**config.mk**
```make
export PLATFORM = sky130hd
export DESIGN_NAME = fpcvt_seq_flat
export DESIGN_NICKNAME = d
export VERILOG_FILES = /design/src/rtl/fpcvt_seq_if.sv /design/src/rtl/fpcvt_seq.sv /design/src/flat_wrapper.sv
export SDC_FILE = /design/constraint.sdc
export NUM_CORES = 1
export LEC_CHECK = 0
export ABC_AREA = 1
export BUFFER_PORTS_ARGS = -buffer_cell sky130_fd_sc_hd__buf_2
export CAP_MARGIN = 20
export CORE_AREA = 2 2 66 68
export DETAILED_ROUTE_END_ITERATION = 8
export DIE_AREA = 0 0 68 70
export PLACE_DENSITY = 0.82
export SYNTH_ARGS = -nofsm -noshare
export SYNTH_HDL_FRONTEND = slang
export SYNTH_SLANG_ARGS = --single-unit
```
**constraint.sdc**
```tcl
create_clock -name clk -period 1.6 [get_ports clk]
set_clock_uncertainty 0.15 [all_clocks]
set_input_delay 0.32 -clock clk [delete_from_list [all_inputs] [get_ports clk]]
set_output_delay 0.32 -clock clk [all_outputs]
set_load 0.02 [all_outputs]
```
**src/rtl/fpcvt_seq_if.sv**
```systemverilog
// Handshake bundle for the sample-to-float converter: sample in, sign/exponent/significand out.
interface fpcvt_seq_if #(
    parameter int W  = 12,
    parameter int EW = 3,
    parameter int FW = 4
);
    logic [W-1:0]  D;
    logic          in_valid;
    logic          in_ready;
    logic          S;
    logic [EW-1:0] E;
    logic [FW-1:0] F;
    logic          sat;
    logic          out_valid;
    logic          out_ready;

    // Sample source / downstream consumer side
    modport master (
        output D, in_valid, out_ready,
        input  in_ready, S, E, F, sat, out_valid
    );

    // Converter side
    modport slave (
        input  D, in_valid, out_ready,
        output in_ready, S, E, F, sat, out_valid
    );
endinterface

```
**src/rtl/fpcvt_seq.sv**
```systemverilog
// Iterative two's-complement to (S, E, F) converter.
// The magnitude is normalised one bit per clock, then rounded and saturated in a single
// cycle; the result is held until the consumer accepts it. One conversion in flight.
module fpcvt_seq #(
    parameter int W     = 12,
    parameter int EW    = 3,
    parameter int FW    = 4,
    parameter int ROUND = 1
) (
    input  logic        clk,
    input  logic        rst,
    fpcvt_seq_if.slave  io_bus
);
    localparam int SPAN = W - FW;
    localparam int CW   = $clog2(SPAN + 2);
    localparam int EMAX = (1 << EW) - 1;

    localparam logic [1:0] S_IDLE = 2'd0;
    localparam logic [1:0] S_NORM = 2'd1;
    localparam logic [1:0] S_RND  = 2'd2;
    localparam logic [1:0] S_OUT  = 2'd3;

    logic [1:0]    r_state;
    logic [W-1:0]  r_sh;
    logic [CW-1:0] r_cnt;
    logic          r_s;
    logic [EW-1:0] r_e;
    logic [FW-1:0] r_f;
    logic          r_sat;
    logic          r_outValid;

    logic [W-1:0]  w_mag;
    logic          w_normDone;
    logic [CW-1:0] w_er;
    logic [FW-1:0] w_frTop;
    logic          w_r;
    logic [CW:0]   w_erRnd;
    logic [FW-1:0] w_frRnd;
    logic          w_sat;

    // The most negative sample maps to 2^(W-1), which still fits as a W-bit unsigned value
    assign w_mag      = io_bus.D[W-1] ? W'(-io_bus.D) : io_bus.D;
    assign w_normDone = r_sh[W-1] || (r_cnt == CW'(SPAN));

    assign w_er    = CW'(SPAN) - r_cnt;
    assign w_frTop = r_sh[W-1 -: FW];
    assign w_r     = (ROUND != 0) ? r_sh[SPAN-1] : 1'b0;

    // Round half-up; a carry out of an all-ones significand renormalises into the exponent
    always_comb begin
        w_erRnd = {1'b0, w_er};
        w_frRnd = w_frTop;
        if (w_r) begin
            if (&w_frTop) begin
                w_frRnd = {1'b1, {(FW-1){1'b0}}};
                w_erRnd = w_erRnd + 1'b1;
            end else begin
                w_frRnd = w_frTop + 1'b1;
            end
        end
        w_sat = (int'(w_erRnd) > EMAX);
    end

    // Control and datapath: capture, shift-normalise, round/saturate, hold until accepted
    always_ff @(posedge clk or posedge rst) begin
        if (rst) begin
            r_state    <= S_IDLE;
            r_sh       <= '0;
            r_cnt      <= '0;
            r_s        <= 1'b0;
            r_e        <= '0;
            r_f        <= '0;
            r_sat      <= 1'b0;
            r_outValid <= 1'b0;
        end else begin
            case (r_state)
                S_IDLE: begin
                    if (io_bus.in_valid) begin
                        r_s     <= io_bus.D[W-1];
                        r_sh    <= w_mag;
                        r_cnt   <= '0;
                        r_state <= S_NORM;
                    end
                end
                S_NORM: begin
                    if (w_normDone) begin
                        r_state <= S_RND;
                    end else begin
                        r_sh  <= {r_sh[W-2:0], 1'b0};
                        r_cnt <= r_cnt + 1'b1;
                    end
                end
                S_RND: begin
                    if (w_sat) begin
                        r_e   <= EW'(EMAX);
                        r_f   <= '1;
                        r_sat <= 1'b1;
                    end else begin
                        r_e   <= EW'(w_erRnd);
                        r_f   <= w_frRnd;
                        r_sat <= 1'b0;
                    end
                    r_outValid <= 1'b1;
                    r_state    <= S_OUT;
                end
                S_OUT: begin
                    if (io_bus.out_ready) begin
                        r_outValid <= 1'b0;
                        r_state    <= S_IDLE;
                    end
                end
                default: r_state <= S_IDLE;
            endcase
        end
    end

    assign io_bus.in_ready  = (r_state == S_IDLE);
    assign io_bus.S         = r_s;
    assign io_bus.E         = r_e;
    assign io_bus.F         = r_f;
    assign io_bus.sat       = r_sat;
    assign io_bus.out_valid = r_outValid;
endmodule

```
**src/flat_wrapper.sv**
```systemverilog
// flat-port wrapper written by rule: the top's interface ports become plain ports
module fpcvt_seq_flat 
#(
    parameter int W     = 12,
    parameter int EW    = 3,
    parameter int FW    = 4,
    parameter int ROUND = 1
)
  (clk, rst, io_bus_D, io_bus_in_valid, io_bus_out_ready, io_bus_in_ready, io_bus_S, io_bus_E, io_bus_F, io_bus_sat, io_bus_out_valid);
  fpcvt_seq_if #(.W(W), .EW(EW), .FW(FW)) io_bus_i ();
  input  logic clk;
  input  logic rst;
  input wire logic [$bits(io_bus_i.D)-1:0] io_bus_D;
  input wire logic [$bits(io_bus_i.in_valid)-1:0] io_bus_in_valid;
  input wire logic [$bits(io_bus_i.out_ready)-1:0] io_bus_out_ready;
  output wire logic [$bits(io_bus_i.in_ready)-1:0] io_bus_in_ready;
  output wire logic [$bits(io_bus_i.S)-1:0] io_bus_S;
  output wire logic [$bits(io_bus_i.E)-1:0] io_bus_E;
  output wire logic [$bits(io_bus_i.F)-1:0] io_bus_F;
  output wire logic [$bits(io_bus_i.sat)-1:0] io_bus_sat;
  output wire logic [$bits(io_bus_i.out_valid)-1:0] io_bus_out_valid;
  assign io_bus_i.D = io_bus_D;
  assign io_bus_i.in_valid = io_bus_in_valid;
  assign io_bus_i.out_ready = io_bus_out_ready;
  assign io_bus_in_ready = io_bus_i.in_ready;
  assign io_bus_S = io_bus_i.S;
  assign io_bus_E = io_bus_i.E;
  assign io_bus_F = io_bus_i.F;
  assign io_bus_sat = io_bus_i.sat;
  assign io_bus_out_valid = io_bus_i.out_valid;
  fpcvt_seq #(.W(W), .EW(EW), .FW(FW), .ROUND(ROUND)) u_core (.clk(clk), .rst(rst), .io_bus(io_bus_i));
endmodule
```
==> results_tabular.tex <==
\begin{tabular}{lr}
\hline
Metric & Value \\
\hline
\multicolumn{2}{l}{\textbf{Run status}} \\
\quad Run status & complete, but fails checks \\
\quad Failing checks & setup timing \\
\multicolumn{2}{l}{\textbf{Power}} \\
\quad Power spent charging and discharging nets & 2.61 mW \\
\quad Internal power & 3.06 mW \\
\quad Standby leakage power & 1.38 nW \\
\quad Clock network power share & 10.3\% \\
\quad Net switching fraction of the power & 46.1\% \\
\quad Combinational cell fraction of total power & 67.5\% \\
\quad Part of the power in registers & 22.3\% \\
\quad Power density over the cells & 2110 nW/µm² \\
\quad Highest ir drop seen on vdd & 1.24 mV \\
\multicolumn{2}{l}{\textbf{Place}} \\
\quad Worst setup slack before clock tree synthesis & -0.0369 ns \\
\quad Number of I/O port buffers & 26 \\
\quad Dpl hpwl & 3.55 mm \\
\quad Final weighted congestion in routability-driven placement & 0.878 \\
\multicolumn{2}{l}{\textbf{Global routing}} \\
\quad Global-route wire length before repair & 8.20 mm \\
\quad Number of global-route vias before repair & 1923 \\
\quad Number of antenna violations at the first check in global routing & 0 \\
\quad Maximum number of pins on one net before global-route repair & 29 \\
\quad Total routing usage reported by global routing & 22.2\% \\
\quad GRT Residual Overflow & 0 \\
\multicolumn{2}{l}{\textbf{Clocking}} \\
\quad Clock-pin slew on the worst setup and hold paths & 0.11 ns \\
\quad Sink Count & 28 \\
\quad Buffer levels on the longest clock path & 2 \\
\quad CTS tree & yes \\
\quad Cell at the root of the clock tree & sky130\_fd\_sc\_hd\_\_clkbuf\_8 \\
\quad H-tree level count & 1 \\
\quad CTS Buf Count & 3 \\
\quad Source-to-sink clock delay at the later pin of the worst-skew pair & 0.29 ns \\
\multicolumn{2}{l}{\textbf{Logic synthesis}} \\
\quad Gate count of the mapped netlist & 269 \\
\quad Mean instance size in the synthesized netlist & 7.27 µm² \\
\quad Portion of netlist area occupied by mux cells & 0.512\% \\
\quad Number of synthesized flops with an enable pin & 0 \\
\quad Post-Syn Area & 1950 µm² \\
\quad Adder and majority cell fraction of the synthesized area & 5.76\% \\
\quad Share of the synthesized area in compound gates (AO/OA/AOI/OAI) & 9.15\% \\
\quad Synth unique cells & 36 \\
\quad Main combinational cell family by area after synthesis & simple AND/OR/NAND/NOR gates \\
\quad Mapped Nets & 294 \\
\quad Synthesis Warnings & 0 \\
\quad Cell type contributing the most total cell area after synthesis & sky130\_fd\_sc\_hd\_\_dfrtp\_1 \\
\quad Part of the Yosys area used for sequential elements & 35.9\% \\
\quad Cell types occupying the most area after synthesis & sky130\_fd\_sc\_hd\_\_dfrtp\_1 36\%, sky130\_fd\_sc\_hd\_\_nand2\_1 16\%, sky130\_fd\_sc\_hd\_\_nand3\_1 7.4\%, sky130\_fd\_sc\_hd\_\_inv\_1 6.9\%, sky130\_fd\_sc\_hd\_\_ha\_1 5.8\% \\
\quad Simple logic cell fraction of the synthesized area & 36.9\% \\
\quad Post-synth top area share & 35.9\% \\
\quad Synth cell count leaders & 85 x sky130\_fd\_sc\_hd\_\_nand2\_1, 36 x sky130\_fd\_sc\_hd\_\_inv\_1, 29 x sky130\_fd\_sc\_hd\_\_nand3\_1, 28 x sky130\_fd\_sc\_hd\_\_dfrtp\_1, 20 x sky130\_fd\_sc\_hd\_\_nor2\_1 \\
\quad Fraction of registers with async set/reset & 100\% \\
\quad Primary FF master, synth & sky130\_fd\_sc\_hd\_\_dfrtp\_1 \\
\quad Xor and xnor fraction of the mapped netlist area & 2.69\% \\
\quad Flip-flop and latch count after synthesis & 28 \\
\quad Most frequent cell after synthesis & sky130\_fd\_sc\_hd\_\_nand2\_1 \\
\multicolumn{2}{l}{\textbf{Timing}} \\
\quad Final clock period utilization by the worst path & 105\% \\
\quad Final number of max-transition violations & 0 \\
\quad Setup-violating endpoint count in the final report & 17 \\
\quad Worst Hold Slack & 0.143 ns \\
\quad Highest clock frequency the design can meet & 596 MHz \\
\quad Post-route worst setup slack & -0.0768 ns \\
\quad Fin Setup TNS & -0.617 ns \\
\quad Final worst path period need & 1.68 ns \\
\quad Rel. slew slack & 75.3\% \\
\quad Unrepaired setup endpoints after global routing & yes \\
\quad Final hold violation count & 0 \\
\quad Worst Max-Slew Pin Slew & 0.371 ns \\
\multicolumn{2}{l}{\textbf{Routing}} \\
\quad DRC marker count from the first detailed-route iteration & 92 \\
\quad Residual antenna-violating net count after detailed routing & 0 \\
\quad Sum of routed wire length over all layers & 5.31 mm \\
\quad Total number of vias & 2019 \\
\quad Wire per inst & 13.8 µm \\
\quad DRC Markers & 0 \\
\quad Via-to-Cell Ratio & 5.26 \\
\quad 1st-pass router iterations & 4 \\
\multicolumn{2}{l}{\textbf{Floorplan}} \\
\quad X dimension of the die & 68 µm \\
\quad Floorplan die height & 70 µm \\
\quad Area of the core & 4140 µm² \\
\quad Row cnt & 24 \\
\quad Die footprint & 4760 µm² \\
\quad Initial Util & 47.2\% \\
\quad Num ports & 27 \\
\multicolumn{2}{l}{\textbf{Hold path}} \\
\quad Worst hold-check path type & in -> reg \\
\quad Hold-critical path depth & 2 \\
\multicolumn{2}{l}{\textbf{Worst setup path}} \\
\quad Critical Path Sink Type & register \\
\quad Reg2reg path depth & 9 \\
\quad Max FO, Critical Path & 5 \\
\quad Arrival time worst endpoint & 1.71 ns \\
\quad Required time of the worst setup path & 1.63 ns \\
\quad Kind of start point of the critical path & register \\
\quad Type of the setup path with the least slack & reg -> reg \\
\multicolumn{2}{l}{\textbf{Run}} \\
\quad Reported max-cap violation count & 0 \\
\multicolumn{2}{l}{\textbf{Cells and area}} \\
\quad Final antenna diode count & 0 \\
\quad Area growth from synthesis to final layout & 37.6\% \\
\quad Layout net count & 358 \\
\quad Total area of multi-input combinational cells & 1260 µm² \\
\quad FF+latch area & 701 µm² \\
\quad Layout cells sized above 1 & 36.4\% \\
\quad Filler cell count in the final layout & 315 \\
\hline
\end{tabular}
[area by class of cell]
type | count | share of cell area [%]
tap | 52 | 2.42
multi-input combinational | 200 | 46.8
clock inverter | 1 | 1.12
clock buffer | 3 | 1.54
inverter | 38 | 5.49
timing repair buffer | 62 | 16.6
sequential | 28 | 26.1
[metal layers]
metal,share of wire [%],vias to the layer above,global-route usage (%),wire length (µm)
li1,-,979,-,-
met1,41,949,28.6,2160
met2,51,78,37.9,2710
met3,5.2,13,2.42,277
met4,3.1,0,7.56,163
met5,0,-,0,0
[stage by stage]
step                      utilization, %  instances  power [mW]  area [µm²]
final                               64.9        384        5.67        2690
after floorplan                        -        269        3.30        2020
after global routing                64.9        384        6.07        2690
after global placement              57.4        367        4.13        2380
after CTS                           60.6        375        5.00        2510
after detailed placement            57.4        367        4.24        2380
[cell families (layout without fill, tap and decap cells)]
logic type	after synthesis	after routing
AND/OR/NAND/NOR	156	158
buffers and inverters	43	104
flip-flops	28	28
AO/OA/AOI/OAI	26	26
adder cells (fa/ha/maj)	9	9
XOR/XNOR	6	6
multiplexers	1	1
[state kept, by name (all words and copies together), names as in the netlist]
name and flops:
u_core.io_bus.E 3, u_core.io_bus.out_valid 1, u_core.r_state 2, u_core.io_bus.sat 1, u_core.io_bus.F 4, u_core.r_sh 12, u_core.r_cnt 4, u_core.io_bus.S 1
[path summary, 6_finish.rpt]
kind | start | to | slack [ns]
min | io_bus_in_valid | u_core.io_bus.S | 0.14
min reg2reg | u_core.io_bus.E[2] | u_core.io_bus.E[2] | 0.34
min in group asynchronous | rst | u_core.io_bus.out_valid | 0.48
max reg2reg | u_core.r_state[0] | u_core.r_sh[1] | -0.08
max in group asynchronous | rst | u_core.r_sh[3] | 0.53
max | u_core.r_state[0] | u_core.r_sh[1] | -0.08
[cells in the final DEF, fill, tap and decap left out, types with 2 or more instances in the layout]
| master | instances |
|---|---|
| sky130_fd_sc_hd__dfrtp_1 | 28 |
| sky130_fd_sc_hd__clkbuf_8 | 3 |
| sky130_fd_sc_hd__nor3_1 | 3 |
| sky130_fd_sc_hd__ha_4 | 4 |
| sky130_fd_sc_hd__buf_2 | 25 |
| sky130_fd_sc_hd__buf_6 | 3 |
| sky130_fd_sc_hd__a21oi_2 | 2 |
| sky130_fd_sc_hd__o211ai_1 | 2 |
| sky130_fd_sc_hd__inv_2 | 9 |
| sky130_fd_sc_hd__nor2_1 | 16 |
| sky130_fd_sc_hd__nor2_2 | 3 |
| sky130_fd_sc_hd__nand4_1 | 2 |
| sky130_fd_sc_hd__a21oi_1 | 6 |
| sky130_fd_sc_hd__nand2_2 | 5 |
| sky130_fd_sc_hd__nand2_4 | 6 |
| sky130_fd_sc_hd__o21ai_0 | 4 |
| sky130_fd_sc_hd__buf_4 | 31 |
| sky130_fd_sc_hd__xor2_1 | 4 |
| sky130_fd_sc_hd__nand3_1 | 22 |
| sky130_fd_sc_hd__ha_1 | 4 |
| sky130_fd_sc_hd__nand3_2 | 9 |
| sky130_fd_sc_hd__nand2_1 | 82 |
| sky130_fd_sc_hd__xnor2_1 | 2 |
| sky130_fd_sc_hd__a31oi_1 | 2 |
| sky130_fd_sc_hd__o31ai_2 | 2 |
| sky130_fd_sc_hd__inv_1 | 28 |
| sky130_fd_sc_hd__nor2_4 | 4 |
| sky130_fd_sc_hd__o21ai_2 | 3 |
[critical path: stages (launching register included)]
cell,delay (ns)
sky130_fd_sc_hd__dfrtp_1,0.42
sky130_fd_sc_hd__buf_6,0.13
sky130_fd_sc_hd__ha_4,0.18
sky130_fd_sc_hd__clkinv_4,0.06
sky130_fd_sc_hd__nand2_4,0.05
sky130_fd_sc_hd__a21oi_4,0.22
sky130_fd_sc_hd__buf_12,0.15
sky130_fd_sc_hd__nand2_8,0.07
sky130_fd_sc_hd__nor2_4,0.08
sky130_fd_sc_hd__nor2_1,0.05
[what timing repair did]
item	CTS	global route
gates cloned	0	3
endpoints found under the setup margin	20	26
hold buffers	1	0
setup buffers	3	6
pin swaps	5	14
gates resized for setup	11	25
hold endpoints to repair	28	0
[power groups by stage]
| stage | Sequential [mW] | Clock [mW] | Combinational, mW |
|---|---|---|---|
| after CTS | 1.23 | 0.582 | 3.19 |
| after detailed placement | 1.24 | 0 | 3.01 |
| after floorplan | 1.40 | 0 | 1.90 |
| final | 1.26 | 0.583 | 3.83 |
| after global placement | 1.23 | 0 | 2.90 |
| after global routing | 1.30 | 0.608 | 4.16 |
(Power assumes the default switching activity.)
